## config.mk

```make
export PLATFORM = sky130hd
export DESIGN_NAME = log_drain_flat
export DESIGN_NICKNAME = d
export VERILOG_FILES = /design/src/rtl/log_pkg.sv /design/src/rtl/log_drain_if.sv /design/src/rtl/log_word_pack.sv /design/src/rtl/log_drain.sv /design/src/flat_wrapper.sv
export SDC_FILE = /design/constraint.sdc
export NUM_CORES = 1
export LEC_CHECK = 0
export CAP_MARGIN = 40
export CORE_ASPECT_RATIO = 0.5
export CORE_MARGIN = 3
export CORE_UTILIZATION = 56
export CTS_CLUSTER_DIAMETER = 100
export DETAILED_ROUTE_END_ITERATION = 8
export PLACE_DENSITY = 0.87
export REMOVE_ABC_BUFFERS = 1
export SLEW_MARGIN = 20
export SYNTH_ARGS = -nofsm -noshare
export SYNTH_HDL_FRONTEND = slang
export SYNTH_HIERARCHICAL = 1
export SYNTH_SLANG_ARGS = --single-unit
```

## constraint.sdc

```tcl
create_clock -name clk -period 11 [get_ports clk]
set_clock_uncertainty 0.2 [all_clocks]
set_input_delay 1.65 -clock clk [delete_from_list [all_inputs] [get_ports clk]]
set_output_delay 1.65 -clock clk [all_outputs]
set_load 0.01 [all_outputs]
```

## src/rtl/log_pkg.sv

```systemverilog
// Shared types and constants for the event-log drain.
// Entry layout: {par, hrdy, nrdy, nack, host_data[31:0], ndt[39:0]}.
package log_pkg;

  localparam int LOG_ENTRY_W = 76;

  localparam int PAR  = 75;
  localparam int HRDY = 74;
  localparam int NRDY = 73;
  localparam int NACK = 72;

  localparam logic [15:0] TRAILER_MAGIC = 16'hE0F0;

  typedef enum logic [3:0] {
    S_IDLE,
    S_RD,
    S_WAIT,
    S_EVAL,
    S_W0,
    S_W1,
    S_W2,
    S_TRL,
    S_DONE
  } state_t;

  typedef enum logic [1:0] {
    SEL_W0,
    SEL_W1,
    SEL_W2,
    SEL_TRL
  } sel_t;

endpackage

```

## src/rtl/log_drain_if.sv

```systemverilog
// Output word stream of the log drain.
// Master drives valid/data/last, slave drives ready.
interface log_drain_if;

  logic        valid;
  logic        ready;
  logic [31:0] data;
  logic        last;

  modport master (
    output valid,
    output data,
    output last,
    input  ready
  );

  modport slave (
    input  valid,
    input  data,
    input  last,
    output ready
  );

endinterface

```

## src/rtl/log_word_pack.sv

```systemverilog
// Packs one log entry into its three stream words,
// or builds the trailer from the kept-entry count.
module log_word_pack
  import log_pkg::*;
(
  input  logic [LOG_ENTRY_W-1:0] entry,
  input  logic [15:0]            idx,
  input  logic [15:0]            kept,
  input  sel_t                   sel,
  output logic [31:0]            word
);

  logic [3:0] flags;

  assign flags = {entry[PAR], entry[HRDY],
                  entry[NRDY], entry[NACK]};

  // Word select: W0 header, W1 host data, W2 ndt low, trailer.
  always_comb begin
    word = '0;
    unique case (sel)
      SEL_W0:  word = {flags, 4'h0, entry[39:32], idx};
      SEL_W1:  word = entry[71:40];
      SEL_W2:  word = entry[31:0];
      SEL_TRL: word = {TRAILER_MAGIC, kept};
      default: word = '0;
    endcase
  end

endmodule

```

## src/rtl/log_drain.sv

```systemverilog
// Scans the event log, optionally filtering empty-flag
// entries, and streams each entry as three words + trailer.
module log_drain
  import log_pkg::*;
#(
  parameter  int DATA_SIZE = 32,
  parameter  int TAG_SIZE  = 8,
  parameter  int MEM_DEPTH = 256,
  localparam int ADDR_W    = $clog2(MEM_DEPTH),
  localparam int ENTRY_W   = 4 + 2 * DATA_SIZE + TAG_SIZE
) (
  input  logic               clk,
  input  logic               reset,
  input  logic               start,
  input  logic               abort,
  input  logic               filter_en,
  input  logic [ADDR_W:0]    log_count,
  output logic [ADDR_W-1:0]  rd_addr,
  output logic               rd_en,
  input  logic [ENTRY_W-1:0] rd_data,
  log_drain_if.master        out,
  output logic               busy,
  output logic               done,
  output logic [15:0]        parity_cnt
);

  localparam logic [ADDR_W:0] DEPTH =
    (ADDR_W + 1)'(MEM_DEPTH);

  state_t state;
  state_t state_n;

  logic [ADDR_W:0]        idx;
  logic [ADDR_W:0]        idx_nx;
  logic [ADDR_W:0]        cnt;
  logic [ADDR_W:0]        cnt_in;
  logic                   filt;
  logic [LOG_ENTRY_W-1:0] entry;
  logic [15:0]            kept;
  logic [3:0]             flags;
  logic                   skip;
  logic                   last_ent;
  logic                   hs;
  logic                   kill;
  logic                   adv;
  logic                   go;
  sel_t                   sel;
  logic [31:0]            word;

  assign cnt_in   = (log_count > DEPTH) ? DEPTH : log_count;
  assign idx_nx   = idx + 1'b1;
  assign last_ent = (idx_nx >= cnt);
  assign flags    = {entry[PAR], entry[HRDY],
                     entry[NRDY], entry[NACK]};
  assign skip     = filt && (flags == 4'h0);
  assign hs       = out.valid && out.ready;
  assign go       = (state == S_IDLE) && start;
  assign kill     = abort && (state != S_IDLE);
  assign adv      = ((state == S_EVAL) && skip) ||
                    ((state == S_W2) && hs);

  // State register.
  always_ff @(posedge clk or posedge reset) begin
    if (reset) state <= S_IDLE;
    else       state <= state_n;
  end

  // Next state and decoded outputs; abort overrides all.
  always_comb begin
    state_n   = state;
    rd_en     = 1'b0;
    out.valid = 1'b0;
    out.last  = 1'b0;
    busy      = 1'b0;
    done      = 1'b0;
    sel       = SEL_W0;
    unique case (state)
      S_IDLE: begin
        if (start)
          state_n = (cnt_in == '0) ? S_TRL : S_RD;
      end
      S_RD: begin
        busy    = 1'b1;
        rd_en   = 1'b1;
        state_n = S_WAIT;
      end
      S_WAIT: begin
        busy    = 1'b1;
        state_n = S_EVAL;
      end
      S_EVAL: begin
        busy = 1'b1;
        if (!skip)         state_n = S_W0;
        else if (last_ent) state_n = S_TRL;
        else               state_n = S_RD;
      end
      S_W0: begin
        busy      = 1'b1;
        out.valid = 1'b1;
        sel       = SEL_W0;
        if (hs) state_n = S_W1;
      end
      S_W1: begin
        busy      = 1'b1;
        out.valid = 1'b1;
        sel       = SEL_W1;
        if (hs) state_n = S_W2;
      end
      S_W2: begin
        busy      = 1'b1;
        out.valid = 1'b1;
        sel       = SEL_W2;
        if (hs) state_n = last_ent ? S_TRL : S_RD;
      end
      S_TRL: begin
        busy      = 1'b1;
        out.valid = 1'b1;
        out.last  = 1'b1;
        sel       = SEL_TRL;
        if (hs) state_n = S_DONE;
      end
      S_DONE: begin
        done    = 1'b1;
        state_n = S_IDLE;
      end
      default: state_n = S_IDLE;
    endcase
    if (kill) state_n = S_IDLE;
  end

  // Scan bookkeeping: config latch, index, entry, counters.
  always_ff @(posedge clk or posedge reset) begin
    if (reset) begin
      filt       <= 1'b0;
      cnt        <= '0;
      idx        <= '0;
      entry      <= '0;
      kept       <= '0;
      parity_cnt <= '0;
    end else if (go) begin
      filt       <= filter_en;
      cnt        <= cnt_in;
      idx        <= '0;
      kept       <= '0;
      parity_cnt <= '0;
    end else if (!kill) begin
      if (state == S_WAIT)
        entry <= rd_data;
      if ((state == S_EVAL) && !skip) begin
        if (kept != 16'hFFFF)
          kept <= kept + 16'd1;
        if (entry[PAR] && (parity_cnt != 16'hFFFF))
          parity_cnt <= parity_cnt + 16'd1;
      end
      if (adv && !last_ent)
        idx <= idx_nx;
    end
  end

  log_word_pack u_pack (
    .entry (entry),
    .idx   (16'(idx)),
    .kept  (kept),
    .sel   (sel),
    .word  (word)
  );

  assign rd_addr  = idx[ADDR_W-1:0];
  assign out.data = out.valid ? word : 32'h0;

endmodule

```

## src/flat_wrapper.sv

```systemverilog
// flat-port wrapper written by rule: the top's interface ports become plain ports
module log_drain_flat import log_pkg::*;
#(
  parameter  int DATA_SIZE = 32,
  parameter  int TAG_SIZE  = 8,
  parameter  int MEM_DEPTH = 256,
  localparam int ADDR_W    = $clog2(MEM_DEPTH),
  localparam int ENTRY_W   = 4 + 2 * DATA_SIZE + TAG_SIZE
)
  (clk, reset, start, abort, filter_en, log_count, rd_addr, rd_en, rd_data, busy, done, parity_cnt, out_valid, out_data, out_last, out_ready);
  log_drain_if out_i ();
  input  logic clk;
  input  logic reset;
  input  logic start;
  input  logic abort;
  input  logic filter_en;
  input  logic [ADDR_W:0] log_count;
  output logic [ADDR_W-1:0] rd_addr;
  output logic rd_en;
  input  logic [ENTRY_W-1:0] rd_data;
  output logic busy;
  output logic done;
  output logic [15:0] parity_cnt;
  output wire logic [$bits(out_i.valid)-1:0] out_valid;
  output wire logic [$bits(out_i.data)-1:0] out_data;
  output wire logic [$bits(out_i.last)-1:0] out_last;
  input wire logic [$bits(out_i.ready)-1:0] out_ready;
  assign out_valid = out_i.valid;
  assign out_data = out_i.data;
  assign out_last = out_i.last;
  assign out_i.ready = out_ready;
  log_drain #(.DATA_SIZE(DATA_SIZE), .TAG_SIZE(TAG_SIZE), .MEM_DEPTH(MEM_DEPTH)) u_core (.clk(clk), .reset(reset), .start(start), .abort(abort), .filter_en(filter_en), .log_count(log_count), .rd_addr(rd_addr), .rd_en(rd_en), .rd_data(rd_data), .out(out_i), .busy(busy), .done(done), .parity_cnt(parity_cnt));
endmodule
```

==> impl_metrics.ini <==
[yosys]
syn_inst = 628
synth_edf_count = 0
ys.flop_type = dfrtp_1
synth_area_leaders = dfrtp_1, mux2_1, mux4_2
synth_cell_types = 61
syn_area_um2 = 7087
ys_seq_area_share_pct = 46.26
synthArstFlopShare_pct = 100.0
synth-seq-cells = 131
yosys.area.top_type_share_pct = 46.26
synth.avg_cell_area_um2 = 11.28
synth.largest_area_cell = dfrtp_1
ys_warn_count = 6

[critical_path]
slowest_stage = nor2b_1
start_kind = flop
path_cells = nand2b_1, inv_1, and2_2, buf_12, nor2b_1, a22o_1, and2_1, clkdlybuf4s50_1
cp_top_family = simple AND/OR/NAND/NOR gates
max_stage_delay_ns = 0.66
worstReg2RegEnd = u_core/idx[0]
critPathBufInv = 3
reg2reg_depth = 11
worstPathMaxFanout = 24
required_ns = 9.15
critical_path_class = reg2out
r2r_start = u_core/idx[0]
worstPathArrival_ns = 3.79
rrSetupSlack_ns = 7.60
crit_path_end_kind = output pin

[hold_path]
hold_start = u_core/cnt[0]
hold_end = u_core/cnt[0]
hold_class = reg2reg
whs_path_depth = 2

[grt]
antenna_found_initial = 0
grt_pass1_wl_um = 29300
track_usage_pct = 26.80
grt_max_degree = 52
gr-total-overflow = 0
grt_pass1_vias = 5711

[power_and_ir_drop]
ir_drop_mv = 0.1179
p_sw_mw = 0.5696
pwr-share-comb_pct = 29.7
p_sw_share_pct = 31.67
power.internal_mw = 1.229
p_seq_share_pct = 42.4
power_density_nw_per_um2 = 195.0
clkPwrFrac_pct = 27.9
power.leakage_nw = 3.955

[route]
first_pass_iters = 5
routedWlPerCell_um = 19.05
dr_wl_met2_um = 9119
wl_met1_um = 7379
route.vias.total = 5526
ant_nets = 0
met3_length_um = 1272
routed_wl_um = 17990
drt_iter0_markers = 454
highest_layer = met4
drcViolationCount = 0
via_per_inst = 5.854

[timing]
relSlewSlack_pct = 45.41
rsz0062_at_grt = false
drv_slew = 0
max_freq_mhz = 177.2
timing.final.ws_setup_ns = 5.358
setup_viol = 0
tightest_slew_ns = 0.8172
fin_crit_sh_pct = 51.29
tns_ns = 0
final-hold-violation-count = 0
fin_crit_ns = 5.642

[flow_run]
drv_cap = 0

[cells_and_area]
final_common_cell = clkdlybuf4s50_1
drive_above_1_share_pct = 9.243
final_cell_mix = clkdlybuf4s50_1, dfrtp_1, mux2_1
area_growth_pct = 30.10
fin_nets = 872
diodes = 0
final_util_pct = 76.28

[clock_tree]
post_cts_resized = 0
cts.reportedPaths.clkPinSlew_ns = 0.06
insertion_delay_ns = 0.41
cts_sinks = 131
cts.htree.levels = 4
cts_tree = yes
numCtsBuffers = 17
cts_buffer_depth = 2
cts-root-buf = clkbuf_16
cts_setup_buffers = 0
hold_buffers = 0

[placement]
io_buffers = 151
post-dp-hpwl_um = 12090
dp_slack_ns = 5.773
place_congestion = 0.8467

[die]
die_w_um = 165.1
core_area_um2 = 12090
fp.dieH_um = 85.55
rows = 28
ios = 152
start_util_pct = 58.63
die_area_um2 = 14120

[outcome]
status = complete, no violations
==> Yosys cell counts (11+ instances only) <==
library cell,n
nand3b_1,14
inv_1,15
nand2_1,42
mux4_2,15
nand4_1,17
ha_1,12
nand3_1,23
buf_4,11
xor2_1,25
nor2_1,46
dfrtp_1,131
mux2_1,76
buf_2,11
and2_1,38
o21ai_1,11
==> through the flow <==
step	total power [mW]	hold slack (ns)	instance area, µm²	cells
after floorplan	1.088	0.2428	6839	591
final	1.798	0.2833	9220	944
after global placement	1.240	0.2646	8596	910
after CTS	1.799	0.2855	9189	942
after global routing	1.898	0.3010	9220	944
after detailed placement	1.288	0.2737	8678	913
==> power by group through the flow <==
stage / Sequential, mW / Combinational, mW / Clock [mW]
finish: 0.762 / 0.535 / 0.502
global route: 0.781 / 0.586 / 0.531
CTS: 0.760 / 0.530 / 0.509
detailed placement: 0.766 / 0.522 / 0
global placement: 0.753 / 0.487 / 0
floorplan: 0.733 / 0.355 / 0
==> tightest hold or removal path, cell delays in order, from the launching register on <==
cell     delay (ns)
dfrtp_1        0.35
nand2_1        0.05
nand2_1        0.05
==> logic make-up after synthesis <==
kind of cell | count (synthesis) | synth area share (%)
buffers and inverters | 58 | 4.608
DFF | 131 | 46.26
AOI/OAI and AO/OA | 66 | 6.797
xor gates and xnor gates | 28 | 3.461
and+or+nand+nor | 226 | 17.16
muxes | 106 | 19.54
adders and majority gates | 12 | 2.119
other | 1 | 0.05292
==> flip-flops by register name (all words and copies together), names as in the netlist <==
register,flops
u_core/entry,76
u_core/kept,16
u_core/parity_cnt,16
u_core/cnt,9
u_core/idx,9
u_core/state,4
u_core/filt,1
==> worst max path at each step <==
stage                          startpoint             to  slack (ns)  cells after the start
after global placement    u_core/state[3]   out_data[25]        5.38                      7
after CTS                 u_core/state[3]   out_data[25]        5.29                      7
after global routing      u_core/state[3]   out_data[25]        5.09                      8
after floorplan                     reset  u_core/cnt[0]        5.65                      1
final                     u_core/state[3]   out_data[25]        5.36                      8
after detailed placement  u_core/state[3]   out_data[24]        5.77                      7
==> area by class of cell <==
class                      instances  area [µm²]
sequential                       131        3278
fill                             771        2867
timing repair buffer             159        1648
multi-input combinational        445        3518
inverter                          15       58.81
clock inverter                     6       32.53
clock buffer                      23       478.0
tap                              165       206.4
==> per-layer routing <==
layer | vias to the layer above | global-route usage [%]
met5 | - | 0
met4 | 0 | 9.285
met3 | 24 | 6.802
met2 | 248 | 45.75
met1 | 2751 | 33.58
li1 | 2503 | -
Power figures use the tool's default switching activity.
